### config.mk
export PLATFORM = sky130hd
export DESIGN_NAME = sm_motor_pwm
export DESIGN_NICKNAME = d
export VERILOG_FILES = /design/src/rtl/sm_motor_pwm.sv
export SDC_FILE = /design/constraint.sdc
export NUM_CORES = 1
export LEC_CHECK = 0
export BUFFER_PORTS_ARGS = -buffer_cell sky130_fd_sc_hd__buf_4
export CORE_MARGIN = 2
export CORE_UTILIZATION = 57
export CTS_BUF_LIST = sky130_fd_sc_hd__clkbuf_8 sky130_fd_sc_hd__clkbuf_16
export DETAILED_ROUTE_END_ITERATION = 7
export PLACE_DENSITY = 0.75
export SETUP_SLACK_MARGIN = 0.05
export SYNTH_ARGS = -nofsm -noshare
export SYNTH_HDL_FRONTEND = slang
export SYNTH_SLANG_ARGS = --single-unit
### constraint.sdc
create_clock -name clk_50 -period 6 [get_ports clk_50]
set_clock_uncertainty 0.15 [all_clocks]
set_input_delay 0.6 -clock clk_50 [delete_from_list [all_inputs] [get_ports clk_50]]
set_output_delay 0.6 -clock clk_50 [all_outputs]
set_load 0.02 [all_outputs]
### src/rtl/sm_motor_pwm.sv
`default_nettype none
// +----------------------------------------------------------------------------+
// | sm_motor_pwm : rate-limited H-bridge PWM drive, one motor per instance.    |
// | Optional macro SM_PWM_BRAKE_EN: short-brake in STOP.     Rev 1.0           |
// +----------------------------------------------------------------------------+
module sm_motor_pwm #(
   parameter int PRESCALE  = 8,
   parameter int RAMP_STEP = 4
) (
   input  logic       clk_50,
   input  logic       rst_n,
   input  logic [7:0] speed,
   input  logic       dir,
   input  logic       enable,
   output logic       pwm_a,
   output logic       pwm_b,
   output logic [7:0] duty_now,
   output logic       period_tick,
   output logic [1:0] state
);
   localparam int            PW      = (PRESCALE > 1) ? $clog2(PRESCALE) : 1;
   localparam logic [PW-1:0] PRE_MAX = PW'(PRESCALE - 1);
   localparam logic [8:0]    STEP9   = 9'(RAMP_STEP);

   typedef enum logic [1:0] {
      ST_STOP    = 2'd0,
      ST_RUN     = 2'd1,
      ST_REVERSE = 2'd2
   } state_t;

   state_t        st, st_next;
   logic [PW-1:0] pre;
   logic [7:0]    cnt;
   logic          dir_applied;
   logic          step, boundary;
   logic          dir_mismatch, swap, on, brake;
   logic [7:0]    target, duty_next;
   logic [8:0]    diff_up, diff_dn;

   assign step         = (pre == PRE_MAX);
   assign boundary     = step && (cnt == 8'hFF);
   assign dir_mismatch = (dir != dir_applied);
   assign swap         = dir_mismatch && (duty_now == 8'd0);
   assign target       = (!enable || dir_mismatch) ? 8'd0 : speed;
   assign diff_up      = {1'b0, target} - {1'b0, duty_now};
   assign diff_dn      = {1'b0, duty_now} - {1'b0, target};
   assign on           = (cnt < duty_now);
   assign state        = st;

   // Differences are only used in the branch where they are positive.
   always_comb begin
      duty_next = duty_now;
      if (target > duty_now)
         duty_next = (diff_up > STEP9) ? duty_now + STEP9[7:0] : target;
      else if (target < duty_now)
         duty_next = (diff_dn > STEP9) ? duty_now - STEP9[7:0] : target;
   end

   always_comb begin
      st_next = st;
      case (st)
         ST_STOP: begin
            if (target != 8'd0)
               st_next = ST_RUN;
         end
         ST_RUN: begin
            if (dir_mismatch && (duty_now != 8'd0))
               st_next = ST_REVERSE;
            else if (!enable && (duty_next == 8'd0))
               st_next = ST_STOP;
         end
         ST_REVERSE: begin
            if (swap)
               st_next = enable ? ST_RUN : ST_STOP;
            else if (!dir_mismatch)
               st_next = ST_RUN;
         end
         default: st_next = ST_STOP;
      endcase
   end

   always_ff @(posedge clk_50 or negedge rst_n) begin
      if (!rst_n) begin
         pre         <= '0;
         cnt         <= 8'd0;
         duty_now    <= 8'd0;
         dir_applied <= 1'b0;
         st          <= ST_STOP;
         period_tick <= 1'b0;
      end else begin
         pre         <= step ? '0 : pre + 1'b1;
         period_tick <= boundary;
         if (step)
            cnt <= cnt + 8'd1;
         if (boundary) begin
            duty_now <= duty_next;
            st       <= st_next;
            if (swap)
               dir_applied <= dir;
         end
      end
   end

`ifdef SM_PWM_BRAKE_EN
   logic en_s;

   always_ff @(posedge clk_50 or negedge rst_n) begin
      if (!rst_n)
         en_s <= 1'b0;
      else if (boundary)
         en_s <= enable;
   end

   assign brake = (st == ST_STOP) && !en_s && (duty_now == 8'd0);
`else
   assign brake = 1'b0;
`endif

   // Compare output is registered, so bridge edges lag the count by one cycle.
   always_ff @(posedge clk_50 or negedge rst_n) begin
      if (!rst_n) begin
         pwm_a <= 1'b0;
         pwm_b <= 1'b0;
      end else begin
         pwm_a <= brake | (on & ~dir_applied);
         pwm_b <= brake | (on &  dir_applied);
      end
   end
endmodule
`default_nettype wire

==> results.toml <==
[status]
status = "finished clean"

[timing]
finalCriticalPeriod_ns = 4.23
slew_viol_final = 0
fin_setup_tns_ns = 0
worst_slack_ns = 1.77
hold_viol_final = 0
clock.fmax_mhz = 237
rsz0062_at_grt = "no"
slew_headroom_pct = 66.1
period_share_pct = 70.4
worst_pin_slew_ns = 0.508
finalSetupViolations = 0

[synthesis]
ys_seq_area_share_pct = 23.8
ys_warn_count = 0
ys_types = 61
synth_most_common_cell = "nand2_1"
syn-num-nets = 362
ys_ff_latch = 25
synth_edf_count = 0
ys.flop_type = "dfrtp_1"
async_flop_share_pct = 100
ys_top_cells_by_count = "38 x nand2_1, 32 x ha_1, 25 x dfrtp_1"
synth_area_leaders = "dfrtp_1 24%, ha_1 15%, nand2_1 5.4%"
syn_inst = 317
syn_avg_cell_area_um2 = 8.28
yosys.area.top_type = "dfrtp_1"
synth_top_area_share_pct = 23.8
synthesis.area_um2 = 2630

[finish]
multiInputGateArea_um2 = 1860
regArea_um2 = 626
nFillCells = 378
antenna_cells = 0
syn_to_final_growth_pct = 9.43
nets = 382
final_cell_area_um2 = 2870
drive_gt1_share_pct = 12.2

[worst_setup_path]
r2r-start = "dir_applied"
cp-start-kind = "flop"
cpMaxStageDelayCell = "fa_1"
crit_family = "compound AO/OA/AOI/OAI gates"
critical_path_required_ns = 6.04
cp.depth = 14
crit_buf_inv = 0
r2r_slack_ns = 1.77
cp.arrival_ns = 4.27
crit_top_cell = "xnor2_1"
path_max_fanout = 10
worstSetupPathType = "reg2reg"
startpoint = "dir_applied"
max_stage_delay_ns = 0.43
r2r.worst_path.cells = 14
end_kind = "flop"
cp_cell_sequence = "xnor2_1 > and2_1 > nand2_1 > ha_1 > fa_1 > xnor2_1 > a221o_1 > a211oi_1 > nor4b_4 > nand3_4 > mux2i_1 > a222oi_1 > o21ba_1 > a31oi_1"

[place]
placed_area_um2 = 2830
dp_hpwl_um = 5230
place_congestion = 0.955
post-place-ws_ns = 1.62
portBuffers = 24

[floorplan]
start_util_pct = 59.9
row_count = 24
core_um2 = 4380
dieHeight_um = 71.9
fp.dieArea_um2 = 5170
pin_count = 25
fp.dieW_um = 71.9

[clocking]
clk_latency_ns = 0.27
cts.sinks = 25
numCtsBuffers = 3
postCtsSetupBuffers = 0
clkTransAtPathRegs_ns = 0.08
cts_resized = 0
htreeDepth = 1
tritoncts = "yes"
clock_path_buffers = 2
clockRootBuffer = "clkbuf_8"
ctsHoldBuffers = 0

[route]
drt_wl_total_um = 6740
avgRoutedWirePerCell_um = 17.4
firstDrtPassIters = 6
drt_iter0_markers = 309
avgViaCountPerCell = 6.47
num_vias = 2512
ant_nets = 0
drc = 0

[global_routing]
grt_pass1_wl_um = 11100
antenna_found_initial = 0
grt_use_total_pct = 26.9
grt_max_degree = 26
grt_pass1_vias = 2240
overflow = 0

[power_and_ir_drop]
total_power_mw = 0.322
peakVddDrop_v = 0.000168
power.density_nw_per_um2 = 112
cellLeakagePower_nw = 1.38

[job]
drv_cap = 0

[hold_path]
hp-class = "in2async"
state kept, by name, summed over array words and instances, names as in the netlist:
name and count:
pre 3, state 2, dir_applied 1, duty_now 8
period_tick 1, cnt 8, pwm_b 1, pwm_a 1
routing by layer:
metal | share of wire [%] | track usage, % | vias to the layer above | wire [um]
li1 | - | - | 1192 | -
met1 | 47 | 38.4 | 1163 | 3140
met3 | 9.7 | 7.59 | 12 | 653
met4 | 1.6 | 6.92 | 0 | 107
met2 | 42 | 40.1 | 145 | 2850
met5 | 0 | 0 | - | 0
kinds of logic (layout without fill, tap and decap cells):
logic type,after synthesis,after routing,share of synthesized area [%]
flip-flops,25,25,23.8
adder cells (fa/ha/maj),33,33,16.0
AO/OA/AOI/OAI,89,89,24.3
XOR/XNOR,16,16,5.62
buffers and inverters,33,52,5.19
AND/OR/NAND/NOR,113,113,22.0
multiplexers,8,8,3.10
placed cells by master (no fill, tap or decap), types with 2 or more instances in the layout:
cell,n
nand2_1,38
ha_1,32
dfrtp_1,25
buf_4,24
inv_1,21
nor2_1,21
a21oi_1,19
xnor2_1,12
o21ai_0,12
a21o_1,11
nand3_1,9
nand4_1,9
nor3_1,8
nand2b_1,7
mux2i_1,7
o31ai_1,6
a211oi_1,5
o22ai_1,5
nor2b_1,4
nor4_1,3
xor2_1,3
a31oi_1,3
clkbuf_8,3
and2_1,2
and3_1,2
inv_2,2
or3_1,2
o311ai_0,2
o211a_1,2
nor3b_1,2
o21ai_1,2
o21ba_1,2
a41oi_1,2
a22oi_1,2
worst paths after layout:
kind / end
worst min register to register: pre[0]
worst min-delay path: duty_now[4]
max in group asynchronous: pre[1]
worst max register to register: state[0]
min in group clk_50: pre[0]
worst max-delay path: state[0]
layout make-up:
| type | count | share of cell area (%) |
|---|---|---|
| inverters | 24 | 3.13 |
| multi-input cells | 259 | 64.9 |
| repair buffers | 24 | 6.27 |
| clock inverters | 1 | 0.261 |
| well taps | 52 | 2.26 |
| flip-flops and latches | 25 | 21.8 |
| clock buffers | 3 | 1.44 |
through the flow:
step | hold slack [ns] | instances | utilization [%]
global route | 0.0855 | 388 | 65.6
floorplan | 0.154 | 317 | -
detailed placement | 0.270 | 384 | 64.4
global placement | 0.273 | 384 | 64.4
finish | 0.0684 | 388 | 65.6
CTS | 0.0754 | 388 | 65.6
report_power, final:
part / internal, mW / switching, mW / total [mW]
logic: 0.0207 / 0.0320 / 0.0527
clock network: 0.0470 / 0.0533 / 0.100
registers: 0.169 / 0.000596 / 0.169
total: 0.236 / 0.0859 / 0.322
(Power assumes the default switching activity.)
